**src/rtl/uart_lite_pkg.sv**
```systemverilog
// Shared definitions for the AXI4-Lite UART front end: register word
// indices (address bits [4:2]), AXI response codes and channel FSM states.
// Optional build macro used by the design: UART_LITE_LOOPBACK_EN.
package uart_lite_pkg;

    localparam logic [2:0] REG_DATA   = 3'd0;
    localparam logic [2:0] REG_IER    = 3'd1;
    localparam logic [2:0] REG_STATUS = 3'd2;
    localparam logic [2:0] REG_CTRL   = 3'd3;

    localparam logic [1:0] RESP_OKAY   = 2'b00;
    localparam logic [1:0] RESP_SLVERR = 2'b10;

    typedef enum logic {
        W_IDLE = 1'b0,
        W_RESP = 1'b1
    } wr_state_t;

    typedef enum logic {
        R_IDLE = 1'b0,
        R_DATA = 1'b1
    } rd_state_t;

endpackage

```
**src/rtl/uart_lite_fifo.sv**
```systemverilog
// Synchronous byte FIFO with an extra pointer MSB for full/empty
// distinction. A push on a full FIFO is accepted only when a pop happens
// in the same cycle; flush empties the FIFO and overrides push/pop.
module uart_lite_fifo #(
    parameter int WIDTH = 8,
    parameter int DEPTH = 16
) (
    input  logic                     i_clk,
    input  logic                     i_rst_n,
    input  logic                     i_flush,
    input  logic                     i_push,
    input  logic [WIDTH-1:0]         i_push_data,
    input  logic                     i_pop,
    output logic [WIDTH-1:0]         o_head,
    output logic                     o_full,
    output logic                     o_empty,
    output logic [$clog2(DEPTH):0]   o_count
);
    localparam int AW = $clog2(DEPTH);

    logic [AW:0]       r_wptr;
    logic [AW:0]       r_rptr;
    logic [WIDTH-1:0]  r_mem [DEPTH];
    logic              w_pop_ok;
    logic              w_push_ok;

    assign o_empty   = (r_wptr == r_rptr);
    assign o_full    = (r_wptr[AW] != r_rptr[AW]) && (r_wptr[AW-1:0] == r_rptr[AW-1:0]);
    assign o_count   = r_wptr - r_rptr;
    assign o_head    = r_mem[r_rptr[AW-1:0]];
    assign w_pop_ok  = i_pop && !o_empty;
    assign w_push_ok = i_push && (!o_full || w_pop_ok);

    // Pointer and storage update; flush returns both pointers to zero.
    always_ff @(posedge i_clk or negedge i_rst_n) begin
        if (!i_rst_n) begin
            r_wptr <= '0;
            r_rptr <= '0;
            for (int i = 0; i < DEPTH; i++) begin
                r_mem[i] <= '0;
            end
        end else if (i_flush) begin
            r_wptr <= '0;
            r_rptr <= '0;
        end else begin
            if (w_push_ok) begin
                r_mem[r_wptr[AW-1:0]] <= i_push_data;
                r_wptr <= r_wptr + 1'b1;
            end
            if (w_pop_ok) begin
                r_rptr <= r_rptr + 1'b1;
            end
        end
    end

endmodule

```
**src/rtl/axil_uart_lite.sv**
```systemverilog
// AXI4-Lite slave UART front end: TX/RX byte FIFOs, DATA/IER/STATUS/CTRL
// registers and a registered level interrupt. Build macro
// UART_LITE_LOOPBACK_EN adds the CTRL[2] internal TX->RX loopback.
module axil_uart_lite
    import uart_lite_pkg::*;
#(
    parameter int ADDR_W     = 13,
    parameter int DATA_W     = 32,
    parameter int FIFO_DEPTH = 16
) (
    input  logic                  chipset_clk,
    input  logic                  chipset_rstn,
    input  logic [ADDR_W-1:0]     s_axi_awaddr,
    input  logic                  s_axi_awvalid,
    output logic                  s_axi_awready,
    input  logic [DATA_W-1:0]     s_axi_wdata,
    input  logic [DATA_W/8-1:0]   s_axi_wstrb,
    input  logic                  s_axi_wvalid,
    output logic                  s_axi_wready,
    output logic [1:0]            s_axi_bresp,
    output logic                  s_axi_bvalid,
    input  logic                  s_axi_bready,
    input  logic [ADDR_W-1:0]     s_axi_araddr,
    input  logic                  s_axi_arvalid,
    output logic                  s_axi_arready,
    output logic [DATA_W-1:0]     s_axi_rdata,
    output logic [1:0]            s_axi_rresp,
    output logic                  s_axi_rvalid,
    input  logic                  s_axi_rready,
    output logic [7:0]            tx_data,
    output logic                  tx_valid,
    input  logic                  tx_ready,
    input  logic [7:0]            rx_data,
    input  logic                  rx_valid,
    output logic                  uart_irq
);
    localparam int CW = $clog2(FIFO_DEPTH) + 1;

    wr_state_t             r_wstate;
    rd_state_t             r_rstate;
    logic                  r_awready, r_wready, r_bvalid, r_arready, r_rvalid;
    logic [1:0]            r_bresp, r_rresp;
    logic [DATA_W-1:0]     r_rdata;
    logic                  r_aw_held, r_w_held;
    logic [ADDR_W-1:0]     r_awaddr;
    logic [DATA_W-1:0]     r_wdata;
    logic [DATA_W/8-1:0]   r_wstrb;
    logic [1:0]            r_ier;
    logic                  r_overrun, r_tx_flush, r_rx_flush, r_irq;

    logic                  w_aw_hs, w_w_hs, w_ar_hs, w_wr_fire;
    logic [ADDR_W-1:0]     w_wr_addr;
    logic [DATA_W-1:0]     w_wr_data;
    logic [DATA_W/8-1:0]   w_wr_strb;
    logic [2:0]            w_wr_idx, w_ar_idx;
    logic [1:0]            w_wr_resp;
    logic [DATA_W-1:0]     w_rd_data;
    logic                  w_tx_push, w_tx_pop, w_tx_full, w_tx_empty;
    logic                  w_rx_push, w_rx_pop, w_rx_full, w_rx_empty, w_rx_drop;
    logic [7:0]            w_tx_head, w_rx_head, w_rx_push_data;
    logic [CW-1:0]         w_tx_count, w_rx_count;
    logic                  w_ier_wr, w_ctrl_wr, w_status_rd, w_loopback;
    logic                  w_unused;

`ifdef UART_LITE_LOOPBACK_EN
    logic                  r_loopback;
    assign w_loopback = r_loopback;
`else
    assign w_loopback = 1'b0;
`endif

    assign w_aw_hs   = s_axi_awvalid && r_awready;
    assign w_w_hs    = s_axi_wvalid && r_wready;
    assign w_ar_hs   = s_axi_arvalid && r_arready;
    assign w_wr_addr = w_aw_hs ? s_axi_awaddr : r_awaddr;
    assign w_wr_data = w_w_hs ? s_axi_wdata : r_wdata;
    assign w_wr_strb = w_w_hs ? s_axi_wstrb : r_wstrb;
    assign w_wr_idx  = w_wr_addr[4:2];
    assign w_ar_idx  = s_axi_araddr[4:2];
    assign w_wr_fire = (r_wstate == W_IDLE) && (r_aw_held || w_aw_hs) && (r_w_held || w_w_hs);

    assign w_ier_wr    = w_wr_fire && (w_wr_idx == REG_IER) && w_wr_strb[0];
    assign w_ctrl_wr   = w_wr_fire && (w_wr_idx == REG_CTRL) && w_wr_strb[0];
    assign w_status_rd = w_ar_hs && (w_ar_idx == REG_STATUS);

    // RX pop on a DATA read; a pending RX flush takes priority over it.
    assign w_rx_pop  = w_ar_hs && (w_ar_idx == REG_DATA) && !w_rx_empty && !r_rx_flush;
    // In loopback the TX head drains into RX whenever RX can take it.
    assign w_tx_pop  = w_loopback ? (!w_tx_empty && (!w_rx_full || w_rx_pop))
                                  : (!w_tx_empty && tx_ready);
    assign w_rx_push      = w_loopback ? w_tx_pop : rx_valid;
    assign w_rx_push_data = w_loopback ? w_tx_head : rx_data;
    assign w_rx_drop      = w_rx_push && w_rx_full && !w_rx_pop;

    assign w_unused = &{1'b0, w_wr_addr, w_wr_data, w_wr_strb, s_axi_araddr, w_tx_count};

    // Write-side register action: TX push or SLVERR when the byte is dropped.
    always_comb begin
        w_tx_push = 1'b0;
        w_wr_resp = RESP_OKAY;
        if (w_wr_fire && (w_wr_idx == REG_DATA) && w_wr_strb[0]) begin
            if (w_tx_full && !w_tx_pop) begin
                w_wr_resp = RESP_SLVERR;
            end else begin
                w_tx_push = 1'b1;
            end
        end else begin
            w_tx_push = 1'b0;
        end
    end

    // Read data mux for the register addressed by the AR handshake.
    always_comb begin
        w_rd_data = '0;
        case (w_ar_idx)
            REG_DATA: begin
                if (!w_rx_empty) begin
                    w_rd_data[7:0] = w_rx_head;
                end else begin
                    w_rd_data = '0;
                end
            end
            REG_IER:    w_rd_data[1:0] = r_ier;
            REG_STATUS: begin
                w_rd_data[15:8] = 8'(w_rx_count);
                w_rd_data[3:0]  = {r_overrun, w_tx_full, w_tx_empty, !w_rx_empty};
            end
            REG_CTRL:   w_rd_data[2] = w_loopback;
            default:    w_rd_data = '0;
        endcase
    end

    // Write channel FSM: latch AW and W independently, then respond once.
    always_ff @(posedge chipset_clk or negedge chipset_rstn) begin
        if (!chipset_rstn) begin
            r_wstate  <= W_IDLE;
            r_awready <= 1'b0;
            r_wready  <= 1'b0;
            r_bvalid  <= 1'b0;
            r_bresp   <= RESP_OKAY;
            r_aw_held <= 1'b0;
            r_w_held  <= 1'b0;
            r_awaddr  <= '0;
            r_wdata   <= '0;
            r_wstrb   <= '0;
        end else begin
            case (r_wstate)
                W_IDLE: begin
                    if (w_wr_fire) begin
                        r_wstate  <= W_RESP;
                        r_bvalid  <= 1'b1;
                        r_bresp   <= w_wr_resp;
                        r_aw_held <= 1'b0;
                        r_w_held  <= 1'b0;
                        r_awready <= 1'b0;
                        r_wready  <= 1'b0;
                    end else begin
                        if (w_aw_hs) begin
                            r_aw_held <= 1'b1;
                            r_awaddr  <= s_axi_awaddr;
                        end
                        if (w_w_hs) begin
                            r_w_held <= 1'b1;
                            r_wdata  <= s_axi_wdata;
                            r_wstrb  <= s_axi_wstrb;
                        end
                        r_awready <= !(r_aw_held || w_aw_hs);
                        r_wready  <= !(r_w_held || w_w_hs);
                    end
                end
                W_RESP: begin
                    if (s_axi_bready) begin
                        r_wstate  <= W_IDLE;
                        r_bvalid  <= 1'b0;
                        r_awready <= 1'b1;
                        r_wready  <= 1'b1;
                    end else begin
                        r_bvalid <= 1'b1;
                    end
                end
                default: begin
                    r_wstate  <= W_IDLE;
                    r_bvalid  <= 1'b0;
                    r_awready <= 1'b0;
                    r_wready  <= 1'b0;
                end
            endcase
        end
    end

    // Read channel FSM: capture read data at AR and hold it until rready.
    always_ff @(posedge chipset_clk or negedge chipset_rstn) begin
        if (!chipset_rstn) begin
            r_rstate  <= R_IDLE;
            r_arready <= 1'b0;
            r_rvalid  <= 1'b0;
            r_rdata   <= '0;
            r_rresp   <= RESP_OKAY;
        end else begin
            case (r_rstate)
                R_IDLE: begin
                    if (w_ar_hs) begin
                        r_rstate  <= R_DATA;
                        r_arready <= 1'b0;
                        r_rvalid  <= 1'b1;
                        r_rdata   <= w_rd_data;
                        r_rresp   <= RESP_OKAY;
                    end else begin
                        r_arready <= 1'b1;
                    end
                end
                R_DATA: begin
                    if (s_axi_rready) begin
                        r_rstate  <= R_IDLE;
                        r_rvalid  <= 1'b0;
                        r_arready <= 1'b1;
                    end else begin
                        r_rvalid <= 1'b1;
                    end
                end
                default: begin
                    r_rstate  <= R_IDLE;
                    r_rvalid  <= 1'b0;
                    r_arready <= 1'b0;
                end
            endcase
        end
    end

    // Control state: IER, one-cycle flush pulses, sticky overrun, loopback.
    always_ff @(posedge chipset_clk or negedge chipset_rstn) begin
        if (!chipset_rstn) begin
            r_ier      <= 2'b00;
            r_tx_flush <= 1'b0;
            r_rx_flush <= 1'b0;
            r_overrun  <= 1'b0;
`ifdef UART_LITE_LOOPBACK_EN
            r_loopback <= 1'b0;
`endif
        end else begin
            r_tx_flush <= w_ctrl_wr && w_wr_data[0];
            r_rx_flush <= w_ctrl_wr && w_wr_data[1];
            if (w_ier_wr) begin
                r_ier <= w_wr_data[1:0];
            end else begin
                r_ier <= r_ier;
            end
            if (w_rx_drop) begin
                r_overrun <= 1'b1;
            end else if (w_status_rd) begin
                r_overrun <= 1'b0;
            end else begin
                r_overrun <= r_overrun;
            end
`ifdef UART_LITE_LOOPBACK_EN
            if (w_ctrl_wr) begin
                r_loopback <= w_wr_data[2];
            end else begin
                r_loopback <= r_loopback;
            end
`endif
        end
    end

    // Registered level interrupt from the enabled FIFO conditions.
    always_ff @(posedge chipset_clk or negedge chipset_rstn) begin
        if (!chipset_rstn) begin
            r_irq <= 1'b0;
        end else begin
            r_irq <= (r_ier[0] && !w_rx_empty) || (r_ier[1] && w_tx_empty);
        end
    end

    uart_lite_fifo #(.WIDTH(8), .DEPTH(FIFO_DEPTH)) u_tx_fifo (
        .i_clk       (chipset_clk),
        .i_rst_n     (chipset_rstn),
        .i_flush     (r_tx_flush),
        .i_push      (w_tx_push),
        .i_push_data (w_wr_data[7:0]),
        .i_pop       (w_tx_pop),
        .o_head      (w_tx_head),
        .o_full      (w_tx_full),
        .o_empty     (w_tx_empty),
        .o_count     (w_tx_count)
    );

    uart_lite_fifo #(.WIDTH(8), .DEPTH(FIFO_DEPTH)) u_rx_fifo (
        .i_clk       (chipset_clk),
        .i_rst_n     (chipset_rstn),
        .i_flush     (r_rx_flush),
        .i_push      (w_rx_push),
        .i_push_data (w_rx_push_data),
        .i_pop       (w_rx_pop),
        .o_head      (w_rx_head),
        .o_full      (w_rx_full),
        .o_empty     (w_rx_empty),
        .o_count     (w_rx_count)
    );

    assign s_axi_awready = r_awready;
    assign s_axi_wready  = r_wready;
    assign s_axi_bvalid  = r_bvalid;
    assign s_axi_bresp   = r_bresp;
    assign s_axi_arready = r_arready;
    assign s_axi_rvalid  = r_rvalid;
    assign s_axi_rdata   = r_rdata;
    assign s_axi_rresp   = r_rresp;
    assign tx_valid      = !w_tx_empty && !w_loopback;
    assign tx_data       = w_tx_head;
    assign uart_irq      = r_irq;

endmodule
```
**config.mk**
```make
export PLATFORM = sky130hd
export DESIGN_NAME = axil_uart_lite
export DESIGN_NICKNAME = d
export VERILOG_FILES = /design/src/rtl/uart_lite_pkg.sv /design/src/rtl/uart_lite_fifo.sv /design/src/rtl/axil_uart_lite.sv
export SDC_FILE = /design/constraint.sdc
export NUM_CORES = 1
export LEC_CHECK = 0
export ABC_AREA = 1
export BUFFER_PORTS_ARGS = -buffer_cell sky130_fd_sc_hd__buf_2
export CELL_PAD_IN_SITES_DETAIL_PLACEMENT = 1
export CELL_PAD_IN_SITES_GLOBAL_PLACEMENT = 1
export CORE_MARGIN = 2
export CORE_UTILIZATION = 45
export CTS_CLUSTER_DIAMETER = 100
export DETAILED_ROUTE_END_ITERATION = 16
export GPL_TIMING_DRIVEN = 0
export HOLD_SLACK_MARGIN = 0.06
export PLACE_DENSITY = 0.78
export SETUP_SLACK_MARGIN = 0.15
export SKIP_LAST_GASP = 1
export SYNTH_ARGS = -nofsm -noshare
export SYNTH_HDL_FRONTEND = slang
export SYNTH_SLANG_ARGS = --single-unit
```
**constraint.sdc**
```tcl
create_clock -name chipset_clk -period 3.6 [get_ports chipset_clk]
set_input_delay 0.54 -clock chipset_clk [delete_from_list [all_inputs] [get_ports chipset_clk]]
set_output_delay 0.54 -clock chipset_clk [all_outputs]
set_load 0.01 [all_outputs]
```
==> results of run 1 <==
-- cells in the mapped netlist (14+ instances only) --
library cell / n
nand2_1: 520
o21ai_0: 329
dfrtp_1: 317
nor2_1: 181
nand3_1: 131
inv_1: 93
clkbuf_1: 75
o22ai_1: 29
buf_4: 26
nand4_1: 17
o211ai_1: 15
o21ai_1: 15
ha_1: 14
o221ai_1: 14
-- metrics by stage --
step	setup slack [ns]	cell area, µm²	power, µW	utilization
global route	0.183	17700	15900	0.528
finish	0.322	17700	15000	0.528
CTS	0.163	17600	15000	0.524
detailed placement	-0.167	16300	10800	0.485
global placement	-4.16	16200	10500	0.483
floorplan	1.04	15400	8520	-
-- routing by layer --
metal / global-route usage / wire length (µm) / vias to the layer above
met2: 0.497 / 24700 / 350
met1: 0.380 / 21900 / 6934
met4: 0.117 / 2000 / 0
li1: - / - / 6386
met5: 0 / 0 / -
met3: 0.0386 / 2190 / 116
-- layout by cell type, fill, tap and decap left out, types with 6 or more instances in the layout --
master     Yosys  final
nor2_1       181    181
o221ai_1      14     14
buf_4         26     31
o22ai_1       29     29
clkbuf_2       0     12
clkbuf_8       0      8
buf_6         10     10
nand2_2        4      8
clkbuf_1      75     70
clkbuf_16      0     39
o21ai_1       15     15
mux2i_1        8      8
nand3_1      131    131
nand4_1       17     17
nand4_4        9      9
inv_1         93     93
a21oi_1        6      6
o21ai_0      329    329
dfrtp_1      317    317
clkinv_2       0      7
conb_1         1     22
ha_1          14     14
xor2_1         7      7
nand2_1      520    516
buf_2         13     64
xnor2_1        6      6
o211ai_1      15     15
-- state kept, by name, summed over array words and instances, names as in the netlist, 2 cells and up --
register	flops
u_rx_fifo.r_mem	128
s_axi_rdata	13
u_tx_fifo.r_rptr	5
r_awaddr	3
u_tx_fifo.r_wptr	5
u_rx_fifo.r_rptr	5
r_wdata	8
u_tx_fifo.r_mem	128
r_ier	2
u_rx_fifo.r_wptr	5
-- power by group through the flow --
stage	sequential, µW	combinational, µW	clock (µW)
2_1_floorplan	5000	3520	0
4_1_cts	5160	5660	4130
3_3_place_gp	5160	5380	0
3_5_place_dp	5200	5600	0
5_1_grt	5270	6400	4260
6_report	5180	5760	4080
-- final timing paths --
path / cells past startpoint / end
max: 15 / u_rx_fifo.r_mem[30]$_DFFE_PN0P_
min: 1 / u_rx_fifo.r_mem[16]$_DFFE_PN0P_
max reg2reg: 15 / u_rx_fifo.r_mem[30]$_DFFE_PN0P_
min reg2reg: 2 / u_rx_fifo.r_mem[3]$_DFFE_PN0P_
max in group asynchronous: 2 / u_tx_fifo.r_mem[50]$_DFFE_PN0P_
min in group chipset_clk: 4 / s_axi_arready$_DFFE_PN0P_
-- critical path: stages, from the launching register on --
cell and delay (ns):
dfrtp_1 0.40, buf_2 0.30, inv_1 0.12, clkbuf_2 0.25, ha_1 0.43, nand2_1 0.09, nor2_1 0.05, nand2_1 0.12
nand3_1 0.15, nand2_2 0.25, nand2_2 0.22, nor2_4 0.26, buf_12 0.15, buf_4 0.17, nand3_1 0.11, nand2_1 0.11
-- timing repair --
item | in CTS | in global routing
gates resized for setup | 4 | 27
buffers inserted | 0 | 7
endpoints found under the setup margin | 112 | 96
pin swaps | 0 | 3
-- area by class of cell --
class,instances,area [µm²],area share
repair buffers,60,398,0.0225
multi-input cells,1348,6420,0.363
plain buffers,129,706,0.0399
clock inverters,14,201,0.0114
well taps,448,561,0.0317
inverters,96,360,0.0204
clock buffers,55,1120,0.0631
flip-flops and latches,317,7930,0.448
-- kinds of logic after synthesis --
group / share of synthesized area
other: 0.000245
and+or+nand+nor: 0.242
xor gates and xnor gates: 0.00745
DFF: 0.519
muxes: 0.00524
buffers and inverters: 0.0686
adders and majority gates: 0.0128
AOI/OAI and AO/OA: 0.145
==> run summary, run 1 <==
Status -> completed
Largest net degree at the start of global routing -> 116
Hold Vio Cnt, Final -> 0
Library cells used by synthesis -> 40
Period utilization -> 0.910
Tmin final -> 3.28 ns
Vias in the first global route -> 14.5k
Worst Path Arrival -> 3.76 ns
Total global-route track usage -> 0.292
Flop2flop setup slack -> 0.32 ns
Drt drc -> 0
IR drop worst, VDD -> 0.512 mV
Fill cells -> 4096
Share of layout cells above drive strength 1 -> 0.104
Final Wtd Congestion -> 0.899
Sw frac -> 0.418
Layout Cells excl Fill -> 2467
Max-cap violations -> 0
Worst path required time -> 4.08 ns
Die height -> 188 µm
Vias/cell -> 5.59
Overflow after GRT -> 0
Clk_skew -> 0.0132 ns
Synth area leader -> dfrtp_1
Final count of pins violating max slew -> 0
DR WL/cell -> 20.6 µm
Synth Area per Inst -> 8.18 µm²
Drt pass-1 iters -> 7
N_diodes -> 0
Max frequency -> 305 MHz
Routed wire length -> 50.8 mm
Sw power -> 6280 µW
Crit start category -> register
Mapped Cells -> 1869
CTS sink count -> 317
Syn. warnings -> 0
Core Area -> 33500 µm²
Clock Tree Root -> clkbuf_16
Synth area leaders -> dfrtp_1 (52%), nand2_1 (13%), o21ai_0 (11%)
Cell Area, Synth -> 15300 µm²
Yosys reg bits -> 317
CP Capture Type -> register
Logic pwr share -> 0.383
Num CTS Buffers -> 38
Async SR Flop Fraction -> 1.00
Final ANT Viol Nets -> 0
Worst Max-Slew Pin Slew -> 1.11 ns
PortBufs -> 51
EDFF count, synth -> 0
Sequential area share after synthesis -> 0.519
Site Rows -> 67
First-pass GRT wire length -> 81.7 mm
Crit path kind -> reg2reg
Int Pwr -> 8740 µW
Die area -> 35500 µm²
Clock share of power -> 0.272
Hold_buf cts -> 0
Initial core utilization -> 0.456
Hold Path Class -> in2async
Detailed placement HPWL -> 36.1 mm
Via count -> 13.8k
Share of the synthesized area in the top cell type -> 0.519
1st-iter DRT viols -> 772
Leakage power figure -> 0.00851 µW
IO Count -> 130
Reg2reg start -> u_rx_fifo.r_rptr[2]$_DFFE_PN0P_
Seq pwr share -> 0.345
Die W -> 188 µm
Clk_lat worst skew -> 0.54 ns
# H-tree levels -> 2
Pwr dens -> 849 nW/µm²
Top FF cell, synth -> dfrtp_1
CTS tree -> built
Clk buf depth -> 3
Launch point of the worst path -> u_rx_fifo.r_rptr[2]$_DFFE_PN0P_
Slew headroom -> 0.239
Worst Path Max Fanout -> 10
RSZ-0062 raised after global routing -> false
Area Overhead vs Synth -> 15.7%
Worst-path clk slew -> 0.06 ns
Antenna violations before repair -> 0
Final setup fails -> 0
Inst Count DP -> 2391
Hold WS -> 0.0707 ns
Setup TNS -> 0 ns
NumNets Final -> 2084
(Power assumes the default switching activity.)
==> run 2, diff against run 1 <==
--- a/config.mk
+++ b/config.mk
@@ -10,12 +10,12 @@
 export CELL_PAD_IN_SITES_DETAIL_PLACEMENT = 1
 export CELL_PAD_IN_SITES_GLOBAL_PLACEMENT = 1
 export CORE_MARGIN = 2
-export CORE_UTILIZATION = 45
+export CORE_UTILIZATION = 41
 export CTS_CLUSTER_DIAMETER = 100
 export DETAILED_ROUTE_END_ITERATION = 16
 export GPL_TIMING_DRIVEN = 0
 export HOLD_SLACK_MARGIN = 0.06
-export PLACE_DENSITY = 0.78
+export PLACE_DENSITY = 0.72
 export SETUP_SLACK_MARGIN = 0.15
 export SKIP_LAST_GASP = 1
 export SYNTH_ARGS = -nofsm -noshare
==> run summary, run 2 (synthesis results as in run 1) <==
Worst hold endpoint -> s_axi_arready$_DFFE_PN0P_
Worst-path clk slew -> 0.06 ns
Via count -> 13.5k
Drt pass-1 iters -> 5
Logic pwr share -> 0.384
Seq pwr share -> 0.348
Die area -> 38900 µm²
Flop2flop setup slack -> 0.40 ns
Met1 GRT Util -> 0.350
Clock Tree Root -> clkbuf_16
Status -> completed
Sw power -> 6230 µW
Fill cells -> 4443
Most common cell after layout, fill and taps aside -> nand2_1
Length in cells of the worst reg-to-reg path -> 15
Site Rows -> 70
Tmin final -> 3.33 ns
Hold Path Class -> in2reg
First-pass GRT wire length -> 81.0 mm
CTS tree -> built
Post-Place Worst Slack -> -0.272 ns
Leakage power figure -> 0.00850 µW
Clock share of power -> 0.268
Largest net degree at the start of global routing -> 118
Vias/cell -> 5.43
Routed wire length -> 51.3 mm
Most Used Layer, Global Route -> met2
Final ANT Viol Nets -> 0
Worst Path Max Fanout -> 10
Area Overhead vs Synth -> 15.6%
Max frequency -> 300 MHz
Met3 Track Usage GR -> 0.0331
NumNets Final -> 2082
Max-cap violations -> 0
Hold Path Origin -> s_axi_rready
Drt drc -> 0
Worst setup margin -> 0.270 ns
DR WL/cell -> 20.6 µm
# H-tree levels -> 2
Most frequent cells in the layout -> nand2_1 (516), o21ai_0 (329), dfrtp_1 (317)
Die height -> 197 µm
PortBufs -> 51
CP Capture Type -> primary output
Crit start category -> register
Sw frac -> 0.418
Detailed placement HPWL -> 36.6 mm
Register area -> 7930 µm²
Period utilization -> 0.925
Int Pwr -> 8660 µW
Share of layout cells above drive strength 1 -> 0.102
RSZ-0062 raised after global routing -> false
IO Count -> 130
Die W -> 197 µm
Crit path kind -> reg2out
Area of the multi-input gates -> 6420 µm²
CTS sink count -> 317
N_diodes -> 0
Clk_lat worst skew -> 0.54 ns
Vias in the first global route -> 14.2k
Overflow after GRT -> 0
Antenna violations before repair -> 0
Final count of pins violating max slew -> 0
Layout Utilization -> 0.482
Slew headroom -> 0.216
R2r endpoint -> u_rx_fifo.r_mem[102]$_DFFE_PN0P_
M2 GR Usage -> 0.466
Layout Cells excl Fill -> 2485
Pwr dens -> 842 nW/µm²
Worst Max-Slew Pin Slew -> 1.14 ns
Initial core utilization -> 0.417
Reg2reg start -> u_rx_fifo.r_rptr[2]$_DFFE_PN0P_
Clk_skew -> 0.0226 ns
IR drop worst, VDD -> 0.405 mV
Inst Count DP -> 2411
Worst path required time -> 3.06 ns
Num CTS Buffers -> 38
Setup TNS -> 0 ns
Final Wtd Congestion -> 0.902
Hold Path Stages -> 4
Worst Path Arrival -> 2.79 ns
Final setup fails -> 0
Total global-route track usage -> 0.270
1st-iter DRT viols -> 776
Core Area -> 36700 µm²
Clk buf depth -> 3
Hold Vio Cnt, Final -> 0
run 2: changes by cell type in the layout (fill, tap and decap cells not counted):
cell and delta:
buf_1 +1, bufinv_16 -2, clkbuf_2 -1, buf_4 -2
nand2_4 +1, clkbuf_8 +4, dlygate4sd3_1 +1, buf_12 -1
clkinvlp_4 -1, clkbuf_1 -1, nand2_2 -1
run 2: layout make-up:
type	count	area share
inverter	96	0.0204
sequential	317	0.449
multi-input combinational	1348	0.363
buffer	129	0.0398
tap	468	0.0331
clock inverter	11	0.00757
timing repair buffer	58	0.0211
clock buffer	58	0.0660
run 2: how the worst max path moves through the flow:
stage	startpoint	end	slack, ns	cells after the start
5_1_grt	u_rx_fifo.r_rptr[2]$_DFFE_PN0P_	u_rx_fifo.r_mem[125]$_DFFE_PN0P_	0.15	14
3_3_place_gp	chipset_rstn	u_tx_fifo.r_mem[61]$_DFFE_PN0P_	-4.25	1
2_1_floorplan	u_rx_fifo.r_rptr[2]$_DFFE_PN0P_	u_rx_fifo.r_mem[24]$_DFFE_PN0P_	1.04	14
4_1_cts	u_tx_fifo.r_rptr[0]$_DFFE_PN0P_	tx_data[5]	0.17	8
6_report	u_tx_fifo.r_rptr[0]$_DFFE_PN0P_	tx_data[5]	0.27	8
3_5_place_dp	u_rx_fifo.r_rptr[1]$_DFFE_PN0P_	u_rx_fifo.r_mem[102]$_DFFE_PN0P_	-0.27	14
run 2: power groups by stage:
| stage | sequential [µW] | clock [µW] | combinational [µW] |
|---|---|---|---|
| finish | 5180 | 3990 | 5710 |
| global route | 5290 | 4190 | 6360 |
| CTS | 5170 | 4060 | 5670 |
| detailed placement | 5210 | 0 | 5610 |
| global placement | 5180 | 0 | 5450 |
| floorplan | 5000 | 0 | 3520 |
run 2: what timing repair did:
| item | CTS | global route |
|---|---|---|
| hold buffers | 1 | 0 |
| hold endpoints to repair | 27 | 0 |
| setup buffers | 0 | 4 |
| gates resized for setup | 6 | 25 |
| endpoints found under the setup margin | 129 | 102 |
| pin swaps | 0 | 2 |
run 2: worst max-delay path, stage by stage, from the launching register on:
cell and delay, ns:
dfrtp_1 0.44, inv_1 0.19, clkbuf_1 0.37, clkbuf_2 0.31, nor2_1 0.06, o221ai_1 0.38
nand3_1 0.22, nand3_1 0.12, buf_2 0.13
run 2: routing by layer:
| metal | share of wire | wire, µm | vias up |
|---|---|---|---|
| met5 | 0 | 0 | - |
| met4 | 0.033 | 1710 | 0 |
| met3 | 0.042 | 2170 | 101 |
| met2 | 0.49 | 24900 | 317 |
| met1 | 0.44 | 22500 | 6695 |
| li1 | - | - | 6373 |
run 2: metrics by stage:
step,hold WS (ns),total power [µW],cell area (µm²)
5_1_grt,0.307,15800,17700
3_5_place_dp,0.462,10800,16300
3_3_place_gp,0.449,10600,16200
2_1_floorplan,0.244,8520,15400
6_report,0.270,14900,17700
4_1_cts,0.258,14900,17600
